===== src/rtl/mc14500_pkg.sv =====
// Shared definitions for the MC14500B core: opcode encoding, fetch FSM
// states and the instruction-word width helper.
package mc14500_pkg;

    localparam int unsigned SIZE_LOG_DEFAULT = 12;
    localparam int unsigned OPCODE_W         = 4;

    // Instruction word: 4-bit opcode on top of a SIZE_LOG-bit operand.
    function automatic int unsigned instr_w(input int unsigned size_log);
        return OPCODE_W + size_log;
    endfunction

    typedef enum logic [3:0] {
        OP_NOPO = 4'h0,
        OP_LD   = 4'h1,
        OP_LDC  = 4'h2,
        OP_AND  = 4'h3,
        OP_ANDC = 4'h4,
        OP_OR   = 4'h5,
        OP_ORC  = 4'h6,
        OP_XNOR = 4'h7,
        OP_STO  = 4'h8,
        OP_STOC = 4'h9,
        OP_IEN  = 4'hA,
        OP_OEN  = 4'hB,
        OP_JMP  = 4'hC,
        OP_RTN  = 4'hD,
        OP_SKZ  = 4'hE,
        OP_NOPF = 4'hF
    } opcode_t;

    typedef enum logic [1:0] {
        ST_IDLE  = 2'd0,
        ST_FETCH = 2'd1,
        ST_ISSUE = 2'd2,
        ST_JUMP  = 2'd3
    } fetch_state_t;

endpackage


===== src/rtl/instruction_fetch.sv =====
// Instruction fetch for the MC14500B core: reads program memory at pc_addr
// (req/ack), presents opcode/operand downstream (valid/ready) and steers the
// program counter (pc_inc after each consumed word, pc_write on JMP).
// Optional macro FETCH_SKIP_EN: RTN, and SKZ with rr=0, discard the next word.
// Ports:
//   clk, rst                 clock, asynchronous active-high reset
//   pc_addr                  current program counter
//   pc_inc, pc_write         counter advance / load pulses
//   pc_target                jump target, valid with pc_write
//   mem_req, mem_addr        program memory read request/address
//   mem_ack, mem_data        read data valid / instruction word
//   instr_valid, instr_ready downstream handshake
//   opcode, operand          issued instruction fields
//   rr                       result register (SKZ condition)
module instruction_fetch
    import mc14500_pkg::*;
#(
    parameter int unsigned SIZE_LOG = SIZE_LOG_DEFAULT
) (
    input  logic                          clk,
    input  logic                          rst,
    input  logic [SIZE_LOG-1:0]           pc_addr,
    output logic                          pc_inc,
    output logic                          pc_write,
    output logic [SIZE_LOG-1:0]           pc_target,
    output logic                          mem_req,
    output logic [SIZE_LOG-1:0]           mem_addr,
    input  logic                          mem_ack,
    input  logic [instr_w(SIZE_LOG)-1:0]  mem_data,
    output logic                          instr_valid,
    input  logic                          instr_ready,
    output logic [OPCODE_W-1:0]           opcode,
    output logic [SIZE_LOG-1:0]           operand,
    input  logic                          rr
);

    fetch_state_t          state;
    fetch_state_t          state_next;
    logic                  capture_instr;
    logic                  capture_jump;
    logic                  skip_pending;
    logic [OPCODE_W-1:0]   mem_op;
    logic [SIZE_LOG-1:0]   mem_opd;

    assign mem_op  = mem_data[SIZE_LOG+OPCODE_W-1:SIZE_LOG];
    assign mem_opd = mem_data[SIZE_LOG-1:0];

    // Address is a pass-through of the registered counter while requesting.
    assign mem_addr = mem_req ? pc_addr : '0;

`ifdef FETCH_SKIP_EN
    logic skip_next;

    // Skip flag: armed on accept of RTN / SKZ(rr=0), cleared by the discard.
    always_ff @(posedge clk or posedge rst) begin
        if (rst) begin
            skip_pending <= 1'b0;
        end else begin
            skip_pending <= skip_next;
        end
    end
`else
    logic unused_rr;

    assign skip_pending = 1'b0;
    assign unused_rr    = rr;
`endif

    // State register.
    always_ff @(posedge clk or posedge rst) begin
        if (rst) begin
            state <= ST_IDLE;
        end else begin
            state <= state_next;
        end
    end

    // Next-state and control decode.
    always_comb begin
        state_next    = state;
        capture_instr = 1'b0;
        capture_jump  = 1'b0;
        mem_req       = 1'b0;
        instr_valid   = 1'b0;
        pc_inc        = 1'b0;
        pc_write      = 1'b0;
`ifdef FETCH_SKIP_EN
        skip_next     = skip_pending;
`endif
        case (state)
            ST_IDLE: begin
                state_next = ST_FETCH;
            end
            ST_FETCH: begin
                mem_req = 1'b1;
                if (mem_ack) begin
                    if (skip_pending) begin
                        // Discarded word: advance past it and keep fetching.
                        pc_inc = 1'b1;
`ifdef FETCH_SKIP_EN
                        skip_next = 1'b0;
`endif
                    end else if (mem_op == OP_JMP) begin
                        capture_jump = 1'b1;
                        state_next   = ST_JUMP;
                    end else begin
                        capture_instr = 1'b1;
                        state_next    = ST_ISSUE;
                    end
                end
            end
            ST_ISSUE: begin
                instr_valid = 1'b1;
                if (instr_ready) begin
                    pc_inc     = 1'b1;
                    state_next = ST_FETCH;
`ifdef FETCH_SKIP_EN
                    if ((opcode == OP_RTN) || ((opcode == OP_SKZ) && !rr)) begin
                        skip_next = 1'b1;
                    end
`endif
                end
            end
            ST_JUMP: begin
                pc_write   = 1'b1;
                state_next = ST_FETCH;
            end
            default: begin
                state_next = ST_IDLE;
            end
        endcase
    end

    // Instruction and jump-target capture on the accepted memory read.
    always_ff @(posedge clk or posedge rst) begin
        if (rst) begin
            opcode    <= '0;
            operand   <= '0;
            pc_target <= '0;
        end else begin
            if (capture_instr) begin
                opcode  <= mem_op;
                operand <= mem_opd;
            end
            if (capture_jump) begin
                pc_target <= mem_opd;
            end
        end
    end

endmodule


===== config.mk =====
export PLATFORM = sky130hd
export DESIGN_NAME = instruction_fetch
export DESIGN_NICKNAME = d
export VERILOG_FILES = /design/src/rtl/mc14500_pkg.sv /design/src/rtl/instruction_fetch.sv
export SDC_FILE = /design/constraint.sdc
export NUM_CORES = 1
export LEC_CHECK = 0
export ABC_CLOCK_PERIOD_IN_PS = 1900
export BUFFER_PORTS_ARGS = -buffer_cell sky130_fd_sc_hd__buf_4
export CAP_MARGIN = 10
export CORE_MARGIN = 2
export CORE_UTILIZATION = 43
export CTS_CLUSTER_SIZE = 12
export DETAILED_ROUTE_END_ITERATION = 6
export GPL_ROUTABILITY_DRIVEN = 0
export MAX_ROUTING_LAYER = met4
export PLACE_DENSITY = 0.78
export SYNTH_ARGS = -nofsm -noshare
export SYNTH_HDL_FRONTEND = slang
export SYNTH_SLANG_ARGS = --single-unit

===== constraint.sdc =====
create_clock -name clk -period 1.9 [get_ports clk]
set_input_delay 0.38 -clock clk [delete_from_list [all_inputs] [get_ports clk]]
set_output_delay 0.38 -clock clk [all_outputs]
set_load 0.05 [all_outputs]

==> results of run 1 <==
[power by group]
part           internal (W)  total (W)  switching (W)
Combinational      0.000718    0.00207        0.00135
Clock              0.000178   0.000398       0.000220
Sequential         0.000875    0.00101       0.000139
Total               0.00177    0.00348        0.00171
[metrics by stage]
step / hold slack, ns / total power [W] / instance area, sq um
floorplan: 0.471 / 0.00249 / 1340
detailed placement: 0.475 / 0.00311 / 1920
global route: 0.121 / 0.00365 / 1990
global placement: 0.475 / 0.00307 / 1920
CTS: 0.102 / 0.00352 / 1990
finish: 0.101 / 0.00348 / 1990
[path summary, 6_finish.rpt]
check / end / slack, ns
worst max-delay path: mem_addr[8] / 0.09
max in group asynchronous: state[1]$_DFFE_PP0P_ / 1.52
worst min-delay path: operand[10]$_DFFE_PP0P_ / 0.10
min in group clk: state[1]$_DFFE_PP0P_ / 0.27
worst max register to register: operand[8]$_DFFE_PP0P_ / 0.33
worst min register to register: opcode[2]$_DFFE_PP0P_ / 0.50
[worst min-delay path: cells and delay by family]
family | cells | cell delay (ns)
buf+inv | 3 | 0.47
[placed cells by master (no fill, tap or decap), drive strengths merged]
cell / Yosys / routed
and2: 14 / 14
and2b: 1 / 1
and4bb: 1 / 1
buf: 2 / 77
clkbuf: 1 / 6
clkinv: 0 / 1
clkinvlp: 0 / 1
dfrtp: 30 / 30
inv: 4 / 4
mux2: 24 / 24
nand2b: 1 / 1
nand3: 1 / 1
nand3b: 1 / 1
nor2: 3 / 3
o21ai: 5 / 5
o22a: 2 / 2
[state kept, by name (all words and copies together) (netlist names)]
name,flops
opcode,4
operand,12
state,2
pc_target,12
[layer usage]
layer / vias up / track usage / routed length (microns)
met3: 3 / 0.0758 / 333
met1: 471 / 0.201 / 1090
met2: 55 / 0.286 / 1440
li1: 468 / - / -
met4: 0 / 0.0667 / 35
met5: - / - / 0
[layout make-up]
| cell class | count | area (sq um) | area share |
|---|---|---|---|
| Sequential cell | 30 | 751 | 0.377 |
| Timing Repair Buffer | 77 | 578 | 0.291 |
| Multi-Input combinational cell | 53 | 541 | 0.272 |
| Clock buffer | 6 | 51.3 | 0.0258 |
| Tap cell | 33 | 41.3 | 0.0208 |
| Inverter | 4 | 15.0 | 0.00755 |
| Clock inverter | 2 | 12.5 | 0.00629 |
[logic make-up (layout without fill, tap and decap cells)]
kind of cell	Yosys count	in the layout	share of synthesized area
compound gates	7	7	0.0319
mux	24	24	0.250
simple gates	22	22	0.121
buf+inv	7	89	0.0338
flops	30	30	0.563
[timing repair]
item                                    in CTS  in global routing
resized for setup                            1                  1
endpoints found under the setup margin      12                  3
endpoints found under the hold margin        0                  0
==> results.txt, run 1 <==
----------------------------------------------------
[Logic synthesis]
  Number of warning messages in the yosys log ... 0
  Leading register cell type out of synthesis ... dfrtp_1
  Biggest area consumer among synthesized cells ... dfrtp_1
  Number of register bits inferred by synthesis ... 30
  Top area cells in the synthesized netlist ... dfrtp_1 56%, mux2_4 19%, and2_1 6.6%
  Post-synthesis sequential area ratio ... 0.563
  Count leader, synth ... dfrtp_1
  Share of Yosys cell area claimed by the top area cell type ... 0.563
  List of most frequent post-synthesis cells ... 30 x dfrtp_1, 17 x mux2_4, 14 x and2_1
  Post-synthesis cell area ... 1330 sq um
  Async SR Flop Fraction ... 1.00
  Mapped Cells ... 90
  Distinct cell type count after synthesis ... 17
  Count of flip-flops with a built-in enable after synthesis ... 0
  Mapped Avg Cell Area ... 14.8 sq um
  Synthesized net count ... 123

[Final layout]
  Layout cells sized above 1 ... 0.657
  Filler cells ... 255
  Core occupancy in the finished layout ... 0.663
  Count of antenna diodes in the layout ... 0
  Net count, final ... 204
  Area Overhead vs Synth ... 49.2%
  Final cell count without fillers ... 205

[Setup path]
  Data required, critical path ... 1.52 ns
  Worst Reg-to-Reg Cells ... 3
  Buffers and inverters on the worst path ... 1
  Arrival time worst endpoint ... 1.43 ns
  Launch point of the worst reg-to-reg path ... state[1]$_DFFE_PP0P_
  Startpoint type of the worst setup path ... register
  Capturing element type of the critical path ... output pin
  Number of cells on the critical path ... 3
  Crit-path leading delay family ... simple AND/OR/NAND/NOR gates
  Cells along the critical path ... and2b_4, and2_1, buf_4
  Critical path type ... reg2out
  Maximum cell stage delay along the critical path ... 0.40 ns
  CP max FO ... 14
  Crit. Startpoint ... state[1]$_DFFE_PP0P_
  Cell type of the slowest stage on the worst timing path ... dfrtp_1

[Clock network]
  Setup repair bufs after CTS ... 0
  Clock tree root buffer cell ... clkbuf_4
  Clock-pin transition on the worst setup and hold timing paths ... 0.10 ns
  Total of hold buffers inserted after clock tree synthesis ... 0
  Clock net sink count ... 30
  Clock tree from TritonCTS ... built
  CTS H-Tree Depth ... 2
  Worst-Skew Late Latency ... 0.33 ns
  CTS Buffer Depth ... 2
  TritonCTS buffer count ... 5

[Timing]
  Ratio of final minimum period to clock period ... 0.955
  Final period demand of the worst path ... 1.81 ns
  Slew at the pin with the worst max-slew slack ... 0.523 ns
  RSZ-0062 raised after global routing ... no
  Fin. Hold Viols ... 0
  Max-slew violations ... 0
  Max-Slew Margin vs Limit ... 0.651
  Worst setup skew after layout ... 0.0121 ns
  FMAX ... 551 MHz
  Total Neg Setup Slack ... 0 ns
  Final count of negative-setup-slack endpoints ... 0
  Crit path setup slack, layout ... 0.0855 ns

[Floorplanning]
  Starting density of the core ... 0.444
  DIE WIDTH ... 59.7 microns
  Area of the core ... 3000 sq um
  Chip Height ... 59.7 microns
  Number of placed I/O pins ... 77
  Total die area ... 3560 sq um
  Number of placement rows ... 20

[Global routing]
  Global router's overall resource usage ... 0.180
  Maximum number of pins on one net before global-route repair ... 31
  Leftover overflow at the end of global routing ... 0
  Vias in the first global route ... 992
  Global-route wire length before repair ... 4370 microns
  Number of antenna violations at the first check in global routing ... 0

[Power]
  Worst voltage drop across the vdd grid ... 843 uV
  Power per Cell Area ... 1750 nW/um^2
  Leakage ... 1.05 nW

[Place]
  Half-perimeter wire length of the detailed placement result ... 2250 microns
  Placed cells ... 197
  Count of input and output buffers ... 75
  Pre-CTS setup slack ... 0.199 ns

[Routing]
  Routed length per instance ... 14.1 microns
  Final wirelength ... 2900 microns
  Via density per instance ... 4.86
  Count of routing violations after the opening detailed-route iteration ... 6
  Routed via count ... 997
  Antenna Violating Nets Remaining ... 0
  Residual DRC ... 0
  Detailed-routing iteration count for the pre-antenna-repair pass ... 2

[Worst hold path]
  Hold WC Path Type ... in2async

[Flow run]
  Number of max-cap violations ... 0

[Status]
  Result of the run ... completed

----------------------------------------------------
Power figures use the tool's default switching activity.
==> run 2, diff against run 1 <==
Settings changed: ABC_CLOCK_PERIOD_IN_PS 1900 to 2100, CORE_ASPECT_RATIO from default to 0.8, CORE_UTILIZATION 43 to 46, PLACE_DENSITY 0.78 to 0.82.
Clock period 1.9 ns to 2.1 ns, I/O delays scaled along.
==> run 2 against run 1 <==
  * Count of clock-buffer cells in the layout fell by 1
  * Clock skew fell by 0.0042 ns
  * Via count fell by 0.20%
  * Critical endpoint is now mem_addr[0]
  * Largest cell class unchanged
==> results.txt, run 2 (synthesized netlist as in run 1, its figures left out) <==
----------------------------------------------------
[Power]
  Worst voltage drop across the vdd grid ... 916 uV
  Leakage ... 1.06 nW
  Power per Cell Area ... 1610 nW/um^2

[Final layout]
  Count of antenna diodes in the layout ... 0
  Net count, final ... 204
  Most common cell after layout, fill and taps aside ... buf_4
  Core occupancy in the finished layout ... 0.730
  Area Overhead vs Synth ... 51.4%
  Most used cells in the layout excluding fill and tap cells ... 76 x buf_4, 30 x dfrtp_1, 17 x mux2_4, 14 x and2_1, 7 x mux2_2
  Final cell count without fillers ... 210
  Largest registers in the final layout ... operand (12), pc_target (12), opcode (4)
  Layout cells sized above 1 ... 0.651

[Global routing]
  Vias in the first global route ... 1,007
  Number of antenna violations at the first check in global routing ... 0
  Global router's overall resource usage ... 0.204
  Maximum number of pins on one net before global-route repair ... 31
  Leftover overflow at the end of global routing ... 0
  Global-route wire length before repair ... 4830 microns

[Clock network]
  Setup repair bufs after CTS ... 0
  CTS Buffer Depth ... 2
  CTS H-Tree Depth ... 2
  Clock net sink count ... 30
  TritonCTS buffer count ... 5
  Total of hold buffers inserted after clock tree synthesis ... 0
  Clock tree from TritonCTS ... built
  Quantity of gates resized following cts ... 0
  Clock tree root buffer cell ... clkbuf_4
  Worst-Skew Late Latency ... 0.32 ns
  Clock-pin transition on the worst setup and hold timing paths ... 0.10 ns

[Routing]
  Final wirelength ... 3130 microns
  Routed via count ... 995
  Detailed-routing iteration count for the pre-antenna-repair pass ... 4
  Routed length per instance ... 14.9 microns
  Residual DRC ... 0
  Count of routing violations after the opening detailed-route iteration ... 21
  Via density per instance ... 4.74
  Antenna Violating Nets Remaining ... 0

[Flow run]
  Number of max-cap violations ... 0

[Timing]
  Total Neg Setup Slack ... 0 ns
  Max-Slew Margin vs Limit ... 0.730
  Max-slew violations ... 0
  RSZ-0062 raised after global routing ... no
  Worst setup skew after layout ... 0.00786 ns
  Crit path setup slack, layout ... 0.101 ns
  Ratio of final minimum period to clock period ... 0.952
  FMAX ... 500 MHz
  Final period demand of the worst path ... 2.00 ns
  Fin. Hold Viols ... 0
  Slew at the pin with the worst max-slew slack ... 0.406 ns
  Final count of negative-setup-slack endpoints ... 0

[Setup path]
  Worst setup slack for register-to-register paths ... 0.42 ns
  Startpoint type of the worst setup path ... register
  Launch point of the worst reg-to-reg path ... state[1]$_DFFE_PP0P_
  Critical path type ... reg2out
  CP max FO ... 14
  R2R Path End ... operand[7]$_DFFE_PP0P_
  Capturing element type of the critical path ... output pin
  Data required, critical path ... 1.68 ns
  Crit. Startpoint ... state[1]$_DFFE_PP0P_
  Worst Reg-to-Reg Cells ... 4
  Arrival time worst endpoint ... 1.58 ns

[Floorplanning]
  Total die area ... 3350 sq um
  Number of placement rows ... 17
  Area of the core ... 2770 sq um
  Chip Height ... 52.2 microns
  Number of placed I/O pins ... 77
  Starting density of the core ... 0.482
  DIE WIDTH ... 64.2 microns

[Place]
  Count of input and output buffers ... 75
  Placed cells ... 202
  Pre-CTS setup slack ... 0.368 ns
  Half-perimeter wire length of the detailed placement result ... 2440 microns

[Worst hold path]
  Hold WC Path Type ... in2async

[Status]
  Result of the run ... completed

----------------------------------------------------
## run 2: cell count changes in the layout (fill, tap and decap cells not counted), sizes merged
| cell | change |
|---|---|
| clkinv | +1 |
| bufinv | +1 |
| clkinvlp | -1 |
| clkbuf | -1 |
## run 2: power by group
part	total (W)	internal (W)	switching, W
Clock	0.000437	0.000246	0.000190
Combinational	0.00189	0.000652	0.00124
Sequential	0.000918	0.000792	0.000126
Total	0.00324	0.00169	0.00155
## run 2: per-stage QoR
stage / total power [W] / hold WS, ns / instance area (sq um)
3_5_place_dp: 0.00283 / 0.495 / 1940
3_3_place_gp: 0.00279 / 0.474 / 1940
5_1_grt: 0.00338 / 0.178 / 2020
4_1_cts: 0.00328 / 0.158 / 2020
2_1_floorplan: 0.00225 / 0.511 / 1340
6_report: 0.00324 / 0.162 / 2020
## run 2: how the worst max path moves through the flow
| stage | to | slack, ns | cells after the start |
|---|---|---|---|
| final | mem_addr[0] | 0.10 | 3 |
| after global routing | mem_addr[10] | 0.007 | 3 |
| after CTS | mem_addr[0] | 0.08 | 3 |
| after detailed placement | operand[11]$_DFFE_PP0P_ | 0.37 | 5 |
| after global placement | operand[7]$_DFFE_PP0P_ | 0.39 | 5 |
| after floorplan | mem_addr[1] | 0.21 | 3 |
## run 2: worst max-delay path, stage by stage (launching register included)
cell and delay (ns):
dfrtp_1 0.40, and2b_1 0.45, and2_1 0.21, buf_4 0.20
## run 2: cell type report
class | instances | area, sq um
sequential | 30 | 751
fill | 206 | 746
timing repair buffer | 77 | 591
multi-input combinational | 53 | 538
tap | 38 | 47.5
clock inverter | 3 | 40.0
clock buffer | 5 | 37.5
inverter | 4 | 15.0
## run 2: per-layer routing
layer  up-vias  global-route usage  wire length [microns]
li1        469                   -                      -
met1       498               0.231                   1240
met2        26               0.354                   1710
met3         2              0.0541                    155
met4         0              0.0745                     22
met5         -                   -                      0
